## config.mk

```make
export PLATFORM = sky130hd
export DESIGN_NAME = serial_pp_multiplier_flat
export DESIGN_NICKNAME = d
export VERILOG_FILES = /design/src/rtl/serial_mul_pkg.sv /design/src/rtl/serial_pp_multiplier_if.sv /design/src/rtl/serial_pp_multiplier_pp_accum_step.sv /design/src/rtl/serial_pp_multiplier.sv /design/src/flat_wrapper.sv
export SDC_FILE = /design/constraint.sdc
export NUM_CORES = 1
export LEC_CHECK = 0
export BUFFER_PORTS_ARGS = -buffer_cell sky130_fd_sc_hd__buf_2
export CAP_MARGIN = 30
export CORE_ASPECT_RATIO = 0.5
export CORE_UTILIZATION = 55
export CTS_CLUSTER_DIAMETER = 40
export DETAILED_ROUTE_END_ITERATION = 6
export GPL_TIMING_DRIVEN = 0
export PLACE_DENSITY = 0.79
export SLEW_MARGIN = 40
export SYNTH_ARGS = -nofsm -noshare
export SYNTH_HDL_FRONTEND = slang
export SYNTH_HIERARCHICAL = 1
export SYNTH_SLANG_ARGS = --single-unit
export TNS_END_PERCENT = 20
```

## constraint.sdc

```tcl
create_clock -name clk -period 2.7 [get_ports clk]
set_input_delay 0.54 -clock clk [delete_from_list [all_inputs] [get_ports clk]]
set_output_delay 0.54 -clock clk [all_outputs]
set_load 0.01 [all_outputs]
```

## src/rtl/serial_mul_pkg.sv

```systemverilog
// rtl/serial_mul_pkg.sv - shared states, default widths and width helper for the serial multiplier
package serial_mul_pkg;

  typedef enum logic [1:0] {
    IDLE = 2'd0,
    MUL  = 2'd1,
    DONE = 2'd2
  } state_t;

  localparam int A_W_DEF = 7;
  localparam int B_W_DEF = 6;

  function automatic int prod_w(input int a, input int b);
    return a + b;
  endfunction

endpackage

```

## src/rtl/serial_pp_multiplier_if.sv

```systemverilog
// rtl/serial_pp_multiplier_if.sv - operand/result handshake bundle; out_parity only with SERIAL_MUL_PARITY_EN
interface serial_pp_multiplier_if
  import serial_mul_pkg::*;
#(
  parameter int A_W = A_W_DEF,
  parameter int B_W = B_W_DEF
);

  logic                        in_valid;
  logic                        in_ready;
  logic [A_W-1:0]              in_a;
  logic [B_W-1:0]              in_b;
  logic                        out_valid;
  logic                        out_ready;
  logic [prod_w(A_W,B_W)-1:0]  out_prod;
`ifdef SERIAL_MUL_PARITY_EN
  logic                        out_parity;

  modport master (
    output in_valid, in_a, in_b, out_ready,
    input  in_ready, out_valid, out_prod, out_parity
  );

  modport slave (
    input  in_valid, in_a, in_b, out_ready,
    output in_ready, out_valid, out_prod, out_parity
  );
`else
  modport master (
    output in_valid, in_a, in_b, out_ready,
    input  in_ready, out_valid, out_prod
  );

  modport slave (
    input  in_valid, in_a, in_b, out_ready,
    output in_ready, out_valid, out_prod
  );
`endif

endinterface

```

## src/rtl/serial_pp_multiplier_pp_accum_step.sv

```systemverilog
// rtl/serial_pp_multiplier_pp_accum_step.sv - one shift-and-add iteration: conditional add, then shift both operands
module pp_accum_step #(
  parameter int P_W = 13,
  parameter int B_W = 6
) (
  input  logic [P_W-1:0] acc,
  input  logic [P_W-1:0] mcand,
  input  logic [B_W-1:0] mplier,
  output logic [P_W-1:0] acc_nxt,
  output logic [P_W-1:0] mcand_nxt,
  output logic [B_W-1:0] mplier_nxt
);

  // acc cannot overflow: the full product always fits in P_W bits
  assign acc_nxt    = mplier[0] ? acc + mcand : acc;
  assign mcand_nxt  = mcand << 1;
  assign mplier_nxt = mplier >> 1;

endmodule

```

## src/rtl/serial_pp_multiplier.sv

```systemverilog
// rtl/serial_pp_multiplier.sv - sequential shift-and-add multiplier, one multiplier bit per cycle; SERIAL_MUL_PARITY_EN adds out_parity
module serial_pp_multiplier
  import serial_mul_pkg::*;
#(
  parameter int A_W = A_W_DEF,
  parameter int B_W = B_W_DEF
) (
  input  logic                 clk,
  input  logic                 rst,
  serial_pp_multiplier_if.slave bus
);

  localparam int P_W  = prod_w(A_W, B_W);
  localparam int CW   = $clog2(B_W + 1);
  localparam logic [CW-1:0] CNT_LAST = CW'(B_W - 1);

  state_t          state;
  logic [P_W-1:0]  acc;
  logic [P_W-1:0]  mcand;
  logic [B_W-1:0]  mplier;
  logic [CW-1:0]   cnt;
  logic            in_ready_q;
  logic            out_valid_q;
  logic [P_W-1:0]  out_prod_q;

  logic [P_W-1:0]  acc_nxt;
  logic [P_W-1:0]  mcand_nxt;
  logic [B_W-1:0]  mplier_nxt;

  pp_accum_step #(.P_W(P_W), .B_W(B_W)) u_step (
    .acc        (acc),
    .mcand      (mcand),
    .mplier     (mplier),
    .acc_nxt    (acc_nxt),
    .mcand_nxt  (mcand_nxt),
    .mplier_nxt (mplier_nxt)
  );

`ifdef SERIAL_MUL_PARITY_EN
  logic parity_q;
  assign bus.out_parity = parity_q;
`endif

  // Outputs are loaded from acc_nxt on the last MUL edge so out_valid and the
  // final product appear together, B_W edges after acceptance.
  always_ff @(posedge clk) begin
    if (rst) begin
      state       <= IDLE;
      acc         <= '0;
      mcand       <= '0;
      mplier      <= '0;
      cnt         <= '0;
      in_ready_q  <= 1'b1;
      out_valid_q <= 1'b0;
      out_prod_q  <= '0;
`ifdef SERIAL_MUL_PARITY_EN
      parity_q    <= 1'b0;
`endif
    end else begin
      case (state)
        IDLE: begin
          if (bus.in_valid) begin
            mcand      <= P_W'(bus.in_a);
            mplier     <= bus.in_b;
            acc        <= '0;
            cnt        <= '0;
            in_ready_q <= 1'b0;
            state      <= MUL;
          end
        end
        MUL: begin
          acc    <= acc_nxt;
          mcand  <= mcand_nxt;
          mplier <= mplier_nxt;
          cnt    <= cnt + 1'b1;
          if (cnt == CNT_LAST) begin
            out_valid_q <= 1'b1;
            out_prod_q  <= acc_nxt;
`ifdef SERIAL_MUL_PARITY_EN
            parity_q    <= ^acc_nxt;
`endif
            state       <= DONE;
          end
        end
        DONE: begin
          if (bus.out_ready) begin
            out_valid_q <= 1'b0;
            in_ready_q  <= 1'b1;
            state       <= IDLE;
          end
        end
        default: state <= IDLE;
      endcase
    end
  end

  assign bus.in_ready  = in_ready_q;
  assign bus.out_valid = out_valid_q;
  assign bus.out_prod  = out_prod_q;

endmodule
```

## src/flat_wrapper.sv

```systemverilog
// flat-port wrapper written by rule: the top's interface ports become plain ports
module serial_pp_multiplier_flat import serial_mul_pkg::*;
#(
  parameter int A_W = A_W_DEF,
  parameter int B_W = B_W_DEF
)
  (clk, rst, bus_in_valid, bus_in_a, bus_in_b, bus_out_ready, bus_in_ready, bus_out_valid, bus_out_prod);
  serial_pp_multiplier_if #(.A_W(A_W), .B_W(B_W)) bus_i ();
  input  logic clk;
  input  logic rst;
  input wire logic [$bits(bus_i.in_valid)-1:0] bus_in_valid;
  input wire logic [$bits(bus_i.in_a)-1:0] bus_in_a;
  input wire logic [$bits(bus_i.in_b)-1:0] bus_in_b;
  input wire logic [$bits(bus_i.out_ready)-1:0] bus_out_ready;
  output wire logic [$bits(bus_i.in_ready)-1:0] bus_in_ready;
  output wire logic [$bits(bus_i.out_valid)-1:0] bus_out_valid;
  output wire logic [$bits(bus_i.out_prod)-1:0] bus_out_prod;
  assign bus_i.in_valid = bus_in_valid;
  assign bus_i.in_a = bus_in_a;
  assign bus_i.in_b = bus_in_b;
  assign bus_i.out_ready = bus_out_ready;
  assign bus_in_ready = bus_i.in_ready;
  assign bus_out_valid = bus_i.out_valid;
  assign bus_out_prod = bus_i.out_prod;
  serial_pp_multiplier #(.A_W(A_W), .B_W(B_W)) u_core (.clk(clk), .rst(rst), .bus(bus_i));
endmodule
```

---- Yosys cells after proc, flatten, opt, wreduce, memory -nomap -nowiden ----
Index checks and enable logic that the tools add are counted.
word-level totals
  register bits after elaboration ......... 52
  bits of input ports ..................... 17
  output and inout bits ................... 15
  logic and storage cells ................. 44
cells by class
  add/subtract/negate cells ............... 2
  equal/unequal tests ..................... 6
  muxes and demuxes ....................... 19
  reduce and logical (&&, ||, !) cells .... 9
operators by type and width
  cell                                                                     number
  13-bit case mux with 2 select lines                                      2
  13-bit two-way mux                                                       3
  13-bit adder                                                             1
  6-bit case mux with 2 select lines                                       1
  3-bit AND reduction                                                      3
  2-bit two-way mux                                                        3
  6-bit two-way mux                                                        1
  2-bit case mux with 3 select lines                                       1
  3-bit case mux with 2 select lines                                       1
  2-bit nonzero test                                                       3
  1-bit two-way mux                                                        4
  2-bit inequality test, second input constant                             2
  1-bit case mux with 2 select lines                                       2
  2-bit AND reduction                                                      2
  3-bit by 1-bit adder with 3-bit output, second input constant            1
  3-bit equality test, second input constant                               1
  3-bit two-way mux                                                        1
  2-bit by 1-bit equality test with 1-bit output, second input constant    1
  2-bit equality test, second input constant                               1
  2-bit zero test                                                          1
  2-bit by 1-bit inequality test with 1-bit output, second input constant  1

---- Depth between registers and ports, before layout ----
Gate-level depths: netlist of run 1.
  word-level depth ........................ 3
  gate-level depth with buffers ........... 9
  gate-level depth less buffers ........... 9

---- By module ----
The synthesis of run 1 kept the hierarchy.
by module, submodules not included
  module                instances  cells an instance  area each (um2)  seq. area each (um2)
  serial_pp_multiplier  1          224                2,049.5          1,041.0
  pp_accum_step         1          110                889.6            0.0

---- Worst setup path after synthesis of run 1 ----
OpenSTA, ideal clock, no wires.
  kind .................................... register to register
  start point ............................. register u_core.acc[0]
  end point ............................... register u_core.acc[8]
  library setup time ...................... 0.128 ns
  data arrival time ....................... 2.084 ns
  required time ........................... 2.572 ns
  setup slack ............................. 0.489 ns
  stages on the path, launching flop included .. 10
  path buffers ............................ 0
  cell sequence ........................... dfxtp_1 > ha_1 > fa_1 > a211oi_1 > o21ai_2 > a31oi_4 > xnor2_1 > mux2_2 > a22oi_1 > nor2_1
on the way
  word-level cells in the longest chain between the ends .. 3
ends and longest elaborated chain
  item                                 RTL line                                  source
  start: declaration                   serial_pp_multiplier.sv:18                logic [P_W-1:0] acc;
  start signal: assignment             serial_pp_multiplier.sv:72                acc <= acc_nxt;
  13-bit adder                         serial_pp_multiplier_pp_accum_step.sv:15  assign acc_nxt = mplier[0] ? acc + mcand : acc;
  13-bit two-way mux                   serial_pp_multiplier_pp_accum_step.sv:15
  named net u_core.acc_nxt[8]          serial_pp_multiplier.sv:26                logic [P_W-1:0] acc_nxt;
  13-bit case mux with 2 select lines  serial_pp_multiplier.sv:60                case (state)
The timed path passes the listed nets, and every way through them passes these cells.
A chain may end at the register's enable or synchronous reset.

---- Worst setup path after layout of run 1 ----
Same ends and word-level chain as after synthesis.

==> results.md, run 1 <==
* Mapped cell area at 0.00294 sq mm
* Final Hold Fails at 0
* Crit-path slowest cell: fa_1
* Lkg Pwr at 0.00145 uW
* Hold-fix buffers, CTS at 0
* Clk buf depth at 2
* Max-slew violation count at 0
* Clock power share at 40.9%
* Dpl hpwl at 4760 um
* Worst Hold Depth at 2
* WP data arrival at 2620 ps
* Synth-to-layout area growth at 13.6%
* Area of the core at 0.00502 sq mm
* Sequential fraction of the synthesis area at approximately 35%
* Syn. warnings at 6
* Crit. End Element: flop
* Initial core utilization at about three fifths
* All-Layer GR Usage at 24.3%
* Comb pwr share at 13.0%
* Clk sink count at 52
* F_max at 413 MHz
* Reg2reg start: u_core/acc[0]
* Via-per-instance ratio at 5.52
* Hold EP: u_core/bus.out_prod[9]
* Prevailing post-synth register cell: dfxtp_1
* Avg Inst Size Synth at 8.80 sq um
* # fillers at ~440
* Setup Skew at roughly 10 ps
* Reg power frac at 46.1%
* CP Depth at 9
* CP Class: flop to flop
* Post-Place Worst Slack at 284 ps
* Hold path start: u_core/bus.out_prod[9]
* First-pass DRT Iterations at 6
* Multi-input gate area at 0.00161 sq mm
* Post-route worst setup slack at around 280 ps
* Antenna cells at 0
* Psw at 406 uW
* Post-synth EDFFs at 0
* RSZ-0062 raised after global routing: no
* Internal Power at roughly 1400 uW
* Crit-path leading delay family: compound AO/OA/AOI/OAI gates
* Reg2Reg Depth at 9
* Routed wire per std cell at 14.5 um
* Gate Count Post-Synth at around 330
* CP Max Fanout at 5
* Worst Path Required at 2890 ps
* Worst path max stage delay at 450 ps
* Iter 0 DRT Violations at between 90 and 100
* Min Tclk post-route at 2420 ps
* Congestion Overflow GR at 0
* Routability congestion estimate at 0.867
* TNS Setup at 0 ps
* Post-Route WL at 6430 um
* Max H-tree Level at 2
* Sw Ratio at between 20% and 30%
* FFs w/ async S/R, synth at 0%
* Worst ir drop on vdd at around 300 uV
* Clk_lat worst skew at 310 ps
* # IOs at 32
* Power per cell area at 529 mW/mm^2
* First-pass GRT wire length at 10400 um
* Layout Nets at 404
* Via count at 2446
* CTS tree: built
* Slew margin rel. at 59.1%
* Yosys reg bits at 52
* Worst reg2reg path endpoint: u_core/acc[8]
* Synth unique cells at 49
* PostCTS Resize Cnt at 0
* Tcrit/Tclk final at between 80% and 90%
* Post-route ant nets at 0
* # rows at 18
* Final setup vio count at 0
* Worst Hold Class: flop to flop
* Initial antenna violation count at 0
* Cell breakdown of the critical path: ha_1, fa_1, a211oi_1, o21ai_2, a31oi_4, xnor2_1, mux2_2, a22oi_1, nor2_1
* Bufs and invs on worst path at 0
* Seq. cell area at 0.00104 sq mm
* Root Buffer: clkbuf_8
* DIE AREA at 0.00566 sq mm
* Vias in the first global route at 2234
* Die H at 53.7 um
* Status: completed
* Largest net degree at the start of global routing at 17
* Post-CTS setup buffer count at 0
* Startpoint types: flop
* Reg2Reg Setup Slack at 280 ps
* Die W at 105 um
* Number of CTS-inserted buffers at 5
* Clock Pin Slew Worst Setup and Hold Paths at 100 ps
* Slew @ Worst Pin at 614 ps
* Number of port buffers at 30
* Max_cap viols at 0
* Remaining DRCs at 0
* Layout cells sized above 1 at 23.9%
[cells by family after synthesis]
| family | synth area share, % |
|---|---|
| multiplexers | 6.60 |
| other | 0.128 |
| AND/OR/NAND/NOR | 16.0 |
| buffers and inverters | 9.79 |
| XOR/XNOR | 2.38 |
| AO/OA/AOI/OAI | 23.1 |
| flip-flops | 35.4 |
| adder cells (fa/ha/maj) | 6.64 |
[cell usage after synthesis (2+ instances only)]
master	instances	share of area (%)
xnor2_1	6	1.8
mux2i_1	10	3.4
nand3_1	3	0.51
dfxtp_1	52	35
xor2_1	2	0.60
nor3_1	5	0.85
ha_1	14	6.0
buf_4	24	6.1
a21oi_1	30	5.1
o21ai_0	5	0.85
nand2b_1	6	1.3
nand3b_1	3	0.77
a211oi_1	12	3.1
nor2_1	45	5.7
a22oi_1	19	4.9
o21bai_1	2	0.51
o2111ai_1	2	0.60
a21o_1	5	1.3
a41oi_2	2	1.1
buf_6	3	1.1
buf_2	5	0.85
inv_1	5	0.64
clkbuf_1	7	0.89
or3b_1	4	1.2
o21ai_2	2	0.60
nand2_1	32	4.1
mux2_2	7	2.7
[cells in the final DEF, fill, tap and decap left out, types with 2 or more instances in the layout]
cell	n
a211oi_1	12
a21o_1	5
a21oi_1	30
a22oi_1	19
a41oi_2	2
buf_2	35
buf_4	24
buf_6	3
bufinv_16	3
clkbuf_1	7
clkbuf_8	5
conb_1	2
dfxtp_1	52
ha_1	14
inv_1	5
mux2_2	7
mux2i_1	10
nand2_1	32
nand2b_1	6
nand3_1	3
nand3b_1	3
nor2_1	45
nor3_1	5
o2111ai_1	2
o21ai_0	5
o21ai_2	2
o21bai_1	2
or3b_1	4
xnor2_1	6
xor2_1	2
[power by group through the flow]
stage	sequential [uW]	combinational, uW	clock (uW)
2_1_floorplan	825	173	0
3_3_place_gp	829	216	0
3_5_place_dp	831	225	0
4_1_cts	813	228	735
5_1_grt	817	251	766
6_report	814	230	723
[state kept, by name, summed over array words and instances (netlist names)]
name / count
u_core/bus.in_ready: 1
u_core/mcand: 13
u_core/state: 2
u_core/mplier: 6
u_core/bus.out_prod: 13
u_core/cnt: 3
u_core/acc: 13
u_core/bus.out_valid: 1
[per-stage QoR]
stage | hold WS (ps) | cell area, sq um | utilization [%] | instances | total power (uW)
6_report | 457 | 3340 | 66.5 | 443 | 1770
5_1_grt | 478 | 3340 | 66.5 | 443 | 1830
4_1_cts | 458 | 3340 | 66.5 | 443 | 1780
3_5_place_dp | 445 | 3180 | 63.3 | 435 | 1060
3_3_place_gp | 439 | 3180 | 63.3 | 435 | 1050
2_1_floorplan | 477 | 2940 | - | 335 | 998
[routing by layer]
| metal | wire length (um) | up-vias | global-route usage, % |
|---|---|---|---|
| li1 | - | 1249 | - |
| met1 | 3090 | 1135 | 29.6 |
| met2 | 2990 | 56 | 44.5 |
| met3 | 290 | 6 | 5.45 |
| met4 | 54 | 0 | 7.04 |
| met5 | 0 | - | 0 |
[worst register-to-register path, delay by kind of cell (launching register included)]
kind / cells / cell delay, ps
AOI/OAI and AO/OA: 4 / 870
xor gates and xnor gates: 1 / 100
adders and majority gates: 2 / 690
DFF: 1 / 330
muxes: 1 / 280
and+or+nand+nor: 1 / 50
[worst max path at each step]
stage / start / to / slack, ps
2_1_floorplan: u_core/acc[0] / u_core/acc[8] / 490
4_1_cts: u_core/acc[0] / u_core/acc[8] / 290
5_1_grt: u_core/mcand[0] / u_core/acc[8] / 120
3_3_place_gp: u_core/acc[0] / u_core/acc[8] / 340
6_report: u_core/acc[0] / u_core/acc[8] / 280
3_5_place_dp: u_core/acc[0] / u_core/acc[8] / 280
[final cells by class]
| type | count | share of cell area (%) |
|---|---|---|
| well taps | 70 | 2.62 |
| clock inverters | 3 | 2.70 |
| inverters | 5 | 0.562 |
| plain buffers | 40 | 8.06 |
| repair buffers | 30 | 4.50 |
| flip-flops and latches | 52 | 31.2 |
| clock buffers | 5 | 2.06 |
| multi-input cells | 238 | 48.3 |
No activity file was read; power rests on OpenSTA's default activity.
==> run 2, diff against run 1 <==
- CORE_MARGIN: not set -> 4
==> run 2 against run 1 <==
Effect of this change: routed wire length rose by 5.2%; design area fell by 1.4%; clock-buffer cell count did not move; via count rose by 2.4%; non-clock buffer count did not move; core utilization fell by 1.2 points; hold slack got worse by 1.1 ps; critical path depth did not move; cell count did not move; largest cell class unchanged.
==> results.md, run 2 (synthesis results as in run 1) <==
* Initial core utilization at 58.3%
* Root Buffer: clkbuf_8
* Final setup vio count at 0
* CP endpoint: u_core/acc[8]
* Worst Hold Depth at 2
* Crit-path leading delay family: compound AO/OA/AOI/OAI gates
* Worst ir drop on vdd at 383 uV
* Initial antenna violation count at 0
* Area of the core at a little over 0.005 sq mm
* Via-per-instance ratio at 5.65
* Remaining DRCs at 0
* Hold-fix buffers, CTS at 0
* Min Hold Slack at ~460 ps
* DIE AREA at between 0.006 and 0.007 sq mm
* Number of CTS-inserted buffers at 5
* Worst path max stage delay at 440 ps
* Number of port buffers at 30
* # fillers at 452
* Reg2reg start: u_core/mcand[0]
* Max_cap viols at 0
* Post-Place Worst Slack at 295 ps
* Worst reg2reg path endpoint: u_core/acc[8]
* Layout Nets at 404
* Antenna cells at 0
* Power per cell area at 482 mW/mm^2
* Lkg Pwr at 0.00143 uW
* Min Tclk post-route at 2430 ps
* Status: completed
* Synth-to-layout area growth at 12.0%
* Iter 0 DRT Violations at roughly 150
* Bufs and invs on worst path at 0
* RSZ-0062 raised after global routing: no
* Startpoint types: flop
* Max-slew violation count at 0
* CP Class: flop to flop
* Worst Hold Class: flop to flop
* Congestion Overflow GR at 0
* Crit-path slowest cell: fa_1
* Worst Path Required at 2900 ps
* Post-route worst setup slack at 274 ps
* Setup crit start: u_core/mcand[0]
* Seq. cell area at approximately 0.0010 sq mm
* Post-Route WL at 6760 um
* # rows at 18
* F_max at just over 400 MHz
* Clk buf depth at 2
* Via count at 2505
* Tcrit/Tclk final at 89.9%
* CTS tree: built
* Die W at around 110 um
* Reg2Reg Setup Slack at 270 ps
* Most common cell after layout, fill and taps aside: dfxtp_1
* CP Depth at 9
* Total chip power at about 1600 uW
* Slew margin rel. at 58.9%
* Max H-tree Level at 2
* Dpl hpwl at 5010 um
* WP data arrival at 2630 ps
* Post-CTS setup buffer count at 0
* Layout cells sized above 1 at 23.9%
* Largest net degree at the start of global routing at 17
* Final Hold Fails at 0
* First-pass GRT wire length at 11400 um
* Cell breakdown of the critical path: ha_1, fa_1, a211oi_1, o21ai_2, a31oi_4, xnor2_1, mux2_2, a22oi_1, nor2_1
* Clk_lat worst skew at 310 ps
* Slew @ Worst Pin at 617 ps
* Clock Pin Slew Worst Setup and Hold Paths at about 100 ps
* Placed cells at between 400 and 500
* Post-route ant nets at 0
* Crit. End Element: flop
* Multi-input gate area at roughly 0.0016 sq mm
* CP Max Fanout at 5
* Routed wire per std cell at between 15 and 20 um
* TNS Setup at 0 ps
* Die H at approximately 60 um
* Routability congestion estimate at 0.833
* Post-Layout Cell Count at 443
* Clk sink count at 52
* First-pass DRT Iterations at 4
* Vias in the first global route at 2497
* Most frequent cells in the layout: dfxtp_1 (52), nor2_1 (45), buf_2 (35)
* # IOs at 32
* PostCTS Resize Cnt at 0
* All-Layer GR Usage at 21.5%
* Setup Skew at 9.34 ps
* Reg2Reg Depth at 9
==> run 2: worst min-delay path: stages (launching register included) <==
cell     delay, ps
dfxtp_1        310
nand2_1         50
a21oi_1         50
==> run 2: where the power goes <==
part	internal, uW	total, uW	switching [uW]	leakage (uW)
clock network	275	540	266	0.0000541
logic	105	233	128	0.000952
registers	792	813	21.1	0.000423
total	1170	1590	415	0.00143
==> run 2: final cells by class <==
class | instances | share of cell area, %
sequential | 52 | 31.6
timing repair buffer | 30 | 4.56
inverter | 5 | 0.570
clock buffer | 5 | 2.09
buffer | 40 | 8.17
clock inverter | 3 | 1.29
multi-input combinational | 238 | 49.0
tap | 70 | 2.66
==> run 2: worst min path at each step <==
stage | startpoint | endpoint
floorplan | u_core/mplier[0] | u_core/mplier[0]
global placement | u_core/bus.out_prod[12] | u_core/bus.out_prod[12]
detailed placement | u_core/bus.out_prod[6] | u_core/bus.out_prod[6]
CTS | u_core/bus.out_prod[6] | u_core/bus.out_prod[6]
global route | u_core/bus.out_prod[0] | u_core/bus.out_prod[0]
finish | u_core/bus.out_prod[0] | u_core/bus.out_prod[0]
==> run 2: routing by layer <==
metal	part of all wire (%)	vias up	GRT usage (%)	wire (um)
met5	0	-	0	0
li1	-	1249	-	-
met4	1.0	0	8.15	68
met1	46	1182	26.6	3150
met3	4.6	8	5.76	313
met2	48	66	37.0	3240
==> run 2: through the flow <==
stage                     area [sq um]  utilization (%)
after CTS                         3290             65.3
final                             3290             65.3
after global placement            3180             63.0
after floorplan                   2940                -
after global routing              3290             65.3
after detailed placement          3180             63.0
==> run 3, diff against run 2 <==
- ABC_AREA: not set -> 1
- CORE_MARGIN: 4 -> not set
- CTS_CLUSTER_SIZE: not set -> 20
==> run 3 against run 2 <==
Effect of this change: clock power grew 30%; via count grew 20%; global-route usage increased by 3.8 points; fmax up 15%; critical endpoint is now u_core/acc[6]; largest power group unchanged.
==> results.md, run 3 <==
* Status: completed
* Worst reg2reg path endpoint: u_core/acc[6]
* Power per cell area at 472 mW/mm^2
* FFs w/ async S/R, synth at 0%
* Sw Ratio at 24.7%
* First-pass DRT Iterations at 4
* Post-route worst setup slack at 594 ps
* Post-CTS setup buffer count at 0
* Comb pwr share at about an eighth
* Clk_lat worst skew at 290 ps
* Area leader, netlist: dfxtp_1
* DIE AREA at ~0.0063 sq mm
* Post-synth top area share at 31.6%
* Hold EP: u_core/bus.out_valid
* Remaining DRCs at 0
* Cell breakdown of the critical path: ha_1, fa_1, nand3_1, nand3_2, a21oi_1, nor2_1, o21ai_0, nand2_1, a21oi_2
* CP Max Fanout at 4
* Number of port buffers at 30
* TNS Setup at 0 ps
* Root Buffer: clkbuf_16
* Multi-input gate area at 0.00172 sq mm
* Reg2Reg Setup Slack at 590 ps
* All-Layer GR Usage at around a quarter
* Mapped cell area at about 0.0033 sq mm
* Psw at 431 uW
* Hold path start: u_core/bus.out_valid
* Post-Place Worst Slack at 611 ps
* Dpl hpwl at 5400 um
* Max H-tree Level at 2
* Synth area leaders: dfxtp_1 (32%), nand2_1 (16%), inv_1 (7.0%)
* Worst Hold Depth at 2
* Min Tclk post-route at 2110 ps
* Final setup vio count at 0
* Gate Count Post-Synth at 500
* WP data arrival at 2330 ps
* Die W at 111 um
* Final Hold Fails at 0
* Layout cells sized above 1 at around a fifth
* Max_cap viols at 0
* Crit-path slowest cell: fa_1
* Area of the core at 0.00563 sq mm
* Worst Path Required at 2920 ps
* Largest net degree at the start of global routing at 15
* Worst Hold Class: flop to flop
* Crit-path leading delay family: adder cells
* Routed wire per std cell at 11.7 um
* Iter 0 DRT Violations at 92
* # IOs at 32
* Number of CTS-inserted buffers at 5
* Most common cell after layout, fill and taps aside: nand2_1
* Worst ir drop on vdd at roughly 270 uV
* Worst path max stage delay at about 450 ps
* Synth-to-layout area growth at 12.2%
* Reg power frac at 46.3%
* Congestion Overflow GR at 0
* CP Class: flop to flop
* Max-slew violation count at 0
* Reg2Reg Depth at 9
* Seq. cell area at 0.00104 sq mm
* Slew margin rel. at 54.0%
* Via-per-instance ratio at 4.94
* Reg2reg start: u_core/acc[0]
* Initial antenna violation count at 0
* Antenna cells at 0
* Prevailing post-synth register cell: dfxtp_1
* # rows at 19
* Post-Route WL at 7140 um
* Crit. End Element: flop
* Internal Power at 1310 uW
* Clk buf depth at 2
* CTS tree: built
* Avg Inst Size Synth at 6.59 sq um
* Slew @ Worst Pin at 690 ps
* Setup Skew at 6.63 ps
* RSZ-0062 raised after global routing: no
* Most frequent cells in the layout: nand2_1 (137), inv_1 (61), nor2_1 (56)
* Commonest cells in the netlist: nand2_1 (137), inv_1 (61), nor2_1 (56)
* Via count at 3014
* First-pass GRT wire length at 12700 um
* Yosys reg bits at 52
* Hold-fix buffers, CTS at 0
* Post-route ant nets at 0
* F_max at 475 MHz
* Layout Nets at 570
* Vias in the first global route at 2887
* Syn. warnings at 6
* Sequential fraction of the synthesis area at a little under a third
* Initial core utilization at 58.4%
* Bufs and invs on worst path at 0
* Tcrit/Tclk final at 78.0%
* Count leader, synth: nand2_1
* Clock Pin Slew Worst Setup and Hold Paths at 70 ps
* Lkg Pwr at 0.00189 uW
* # fillers at 542
* PostCTS Resize Cnt at 0
* Routability congestion estimate at 0.876
* Synth unique cells at 31
* Clock power share at 40.4%
* Clk sink count at 52
* Die H at approximately 57 um
* Post-synth EDFFs at 0
* Startpoint types: flop
## run 3: power groups by stage
stage	combinational, uW	clock, uW	sequential [uW]
after global placement	228	0	823
after CTS	231	707	807
after floorplan	177	0	819
after detailed placement	231	0	824
after global routing	262	743	809
final	232	704	807
## run 3: metrics by stage
step / hold WS, ps / power, uW / cell area, sq um / utilization, % / std cells
final: 468 / 1740 / 3690 / 65.6 / 610
after global placement: 443 / 1050 / 3540 / 62.8 / 604
after CTS: 473 / 1740 / 3690 / 65.6 / 610
after floorplan: 451 / 997 / 3300 / - / 501
after detailed placement: 464 / 1050 / 3540 / 62.8 / 604
after global routing: 498 / 1810 / 3690 / 65.6 / 610
## run 3: routing by layer
| layer | vias to the layer above | track usage [%] | share of wire (%) |
|---|---|---|---|
| li1 | 1614 | - | - |
| met1 | 1340 | 31.7 | 49 |
| met2 | 56 | 45.2 | 46 |
| met3 | 4 | 4.97 | 4.3 |
| met4 | 0 | 5.98 | 0.70 |
| met5 | - | 0 | 0 |
## run 3: kinds of logic (layout without fill, tap and decap cells)
kind of cell | count (synthesis) | in the layout | share of synthesized area [%]
AOI/OAI and AO/OA | 62 | 62 | 10.8
xor gates and xnor gates | 4 | 4 | 1.06
adders and majority gates | 15 | 15 | 5.93
buffers and inverters | 105 | 141 | 16.2
DFF | 52 | 52 | 31.6
other | 1 | 2 | 0.114
and+or+nand+nor | 261 | 261 | 34.3
## run 3: worst reg2reg max path, cell delays in order (launching register included)
cell	delay [ps]
dfxtp_1	330
ha_1	260
fa_1	450
nand3_1	130
nand3_2	110
a21oi_1	180
nor2_1	50
o21ai_0	280
nand2_1	110
a21oi_2	130
## run 3: area by class of cell
| type | count | share of cell area, % |
|---|---|---|
| Clock buffer | 5 | 3.39 |
| Sequential cell | 52 | 28.2 |
| Tap cell | 73 | 2.47 |
| Buffer | 39 | 7.59 |
| Timing Repair Buffer | 30 | 4.07 |
| Clock inverter | 1 | 0.813 |
| Inverter | 66 | 6.88 |
| Multi-Input combinational cell | 344 | 46.6 |
## run 3: worst max-delay path by stage
stage	end	cells past startpoint	slack [ps]	start
after floorplan	u_core/acc[6]	9	890	u_core/acc[0]
after global placement	u_core/acc[6]	9	610	u_core/acc[0]
after detailed placement	u_core/acc[6]	9	610	u_core/acc[0]
after CTS	u_core/acc[6]	9	580	u_core/acc[0]
after global routing	u_core/acc[6]	9	440	u_core/acc[0]
final	u_core/acc[6]	9	590	u_core/acc[0]
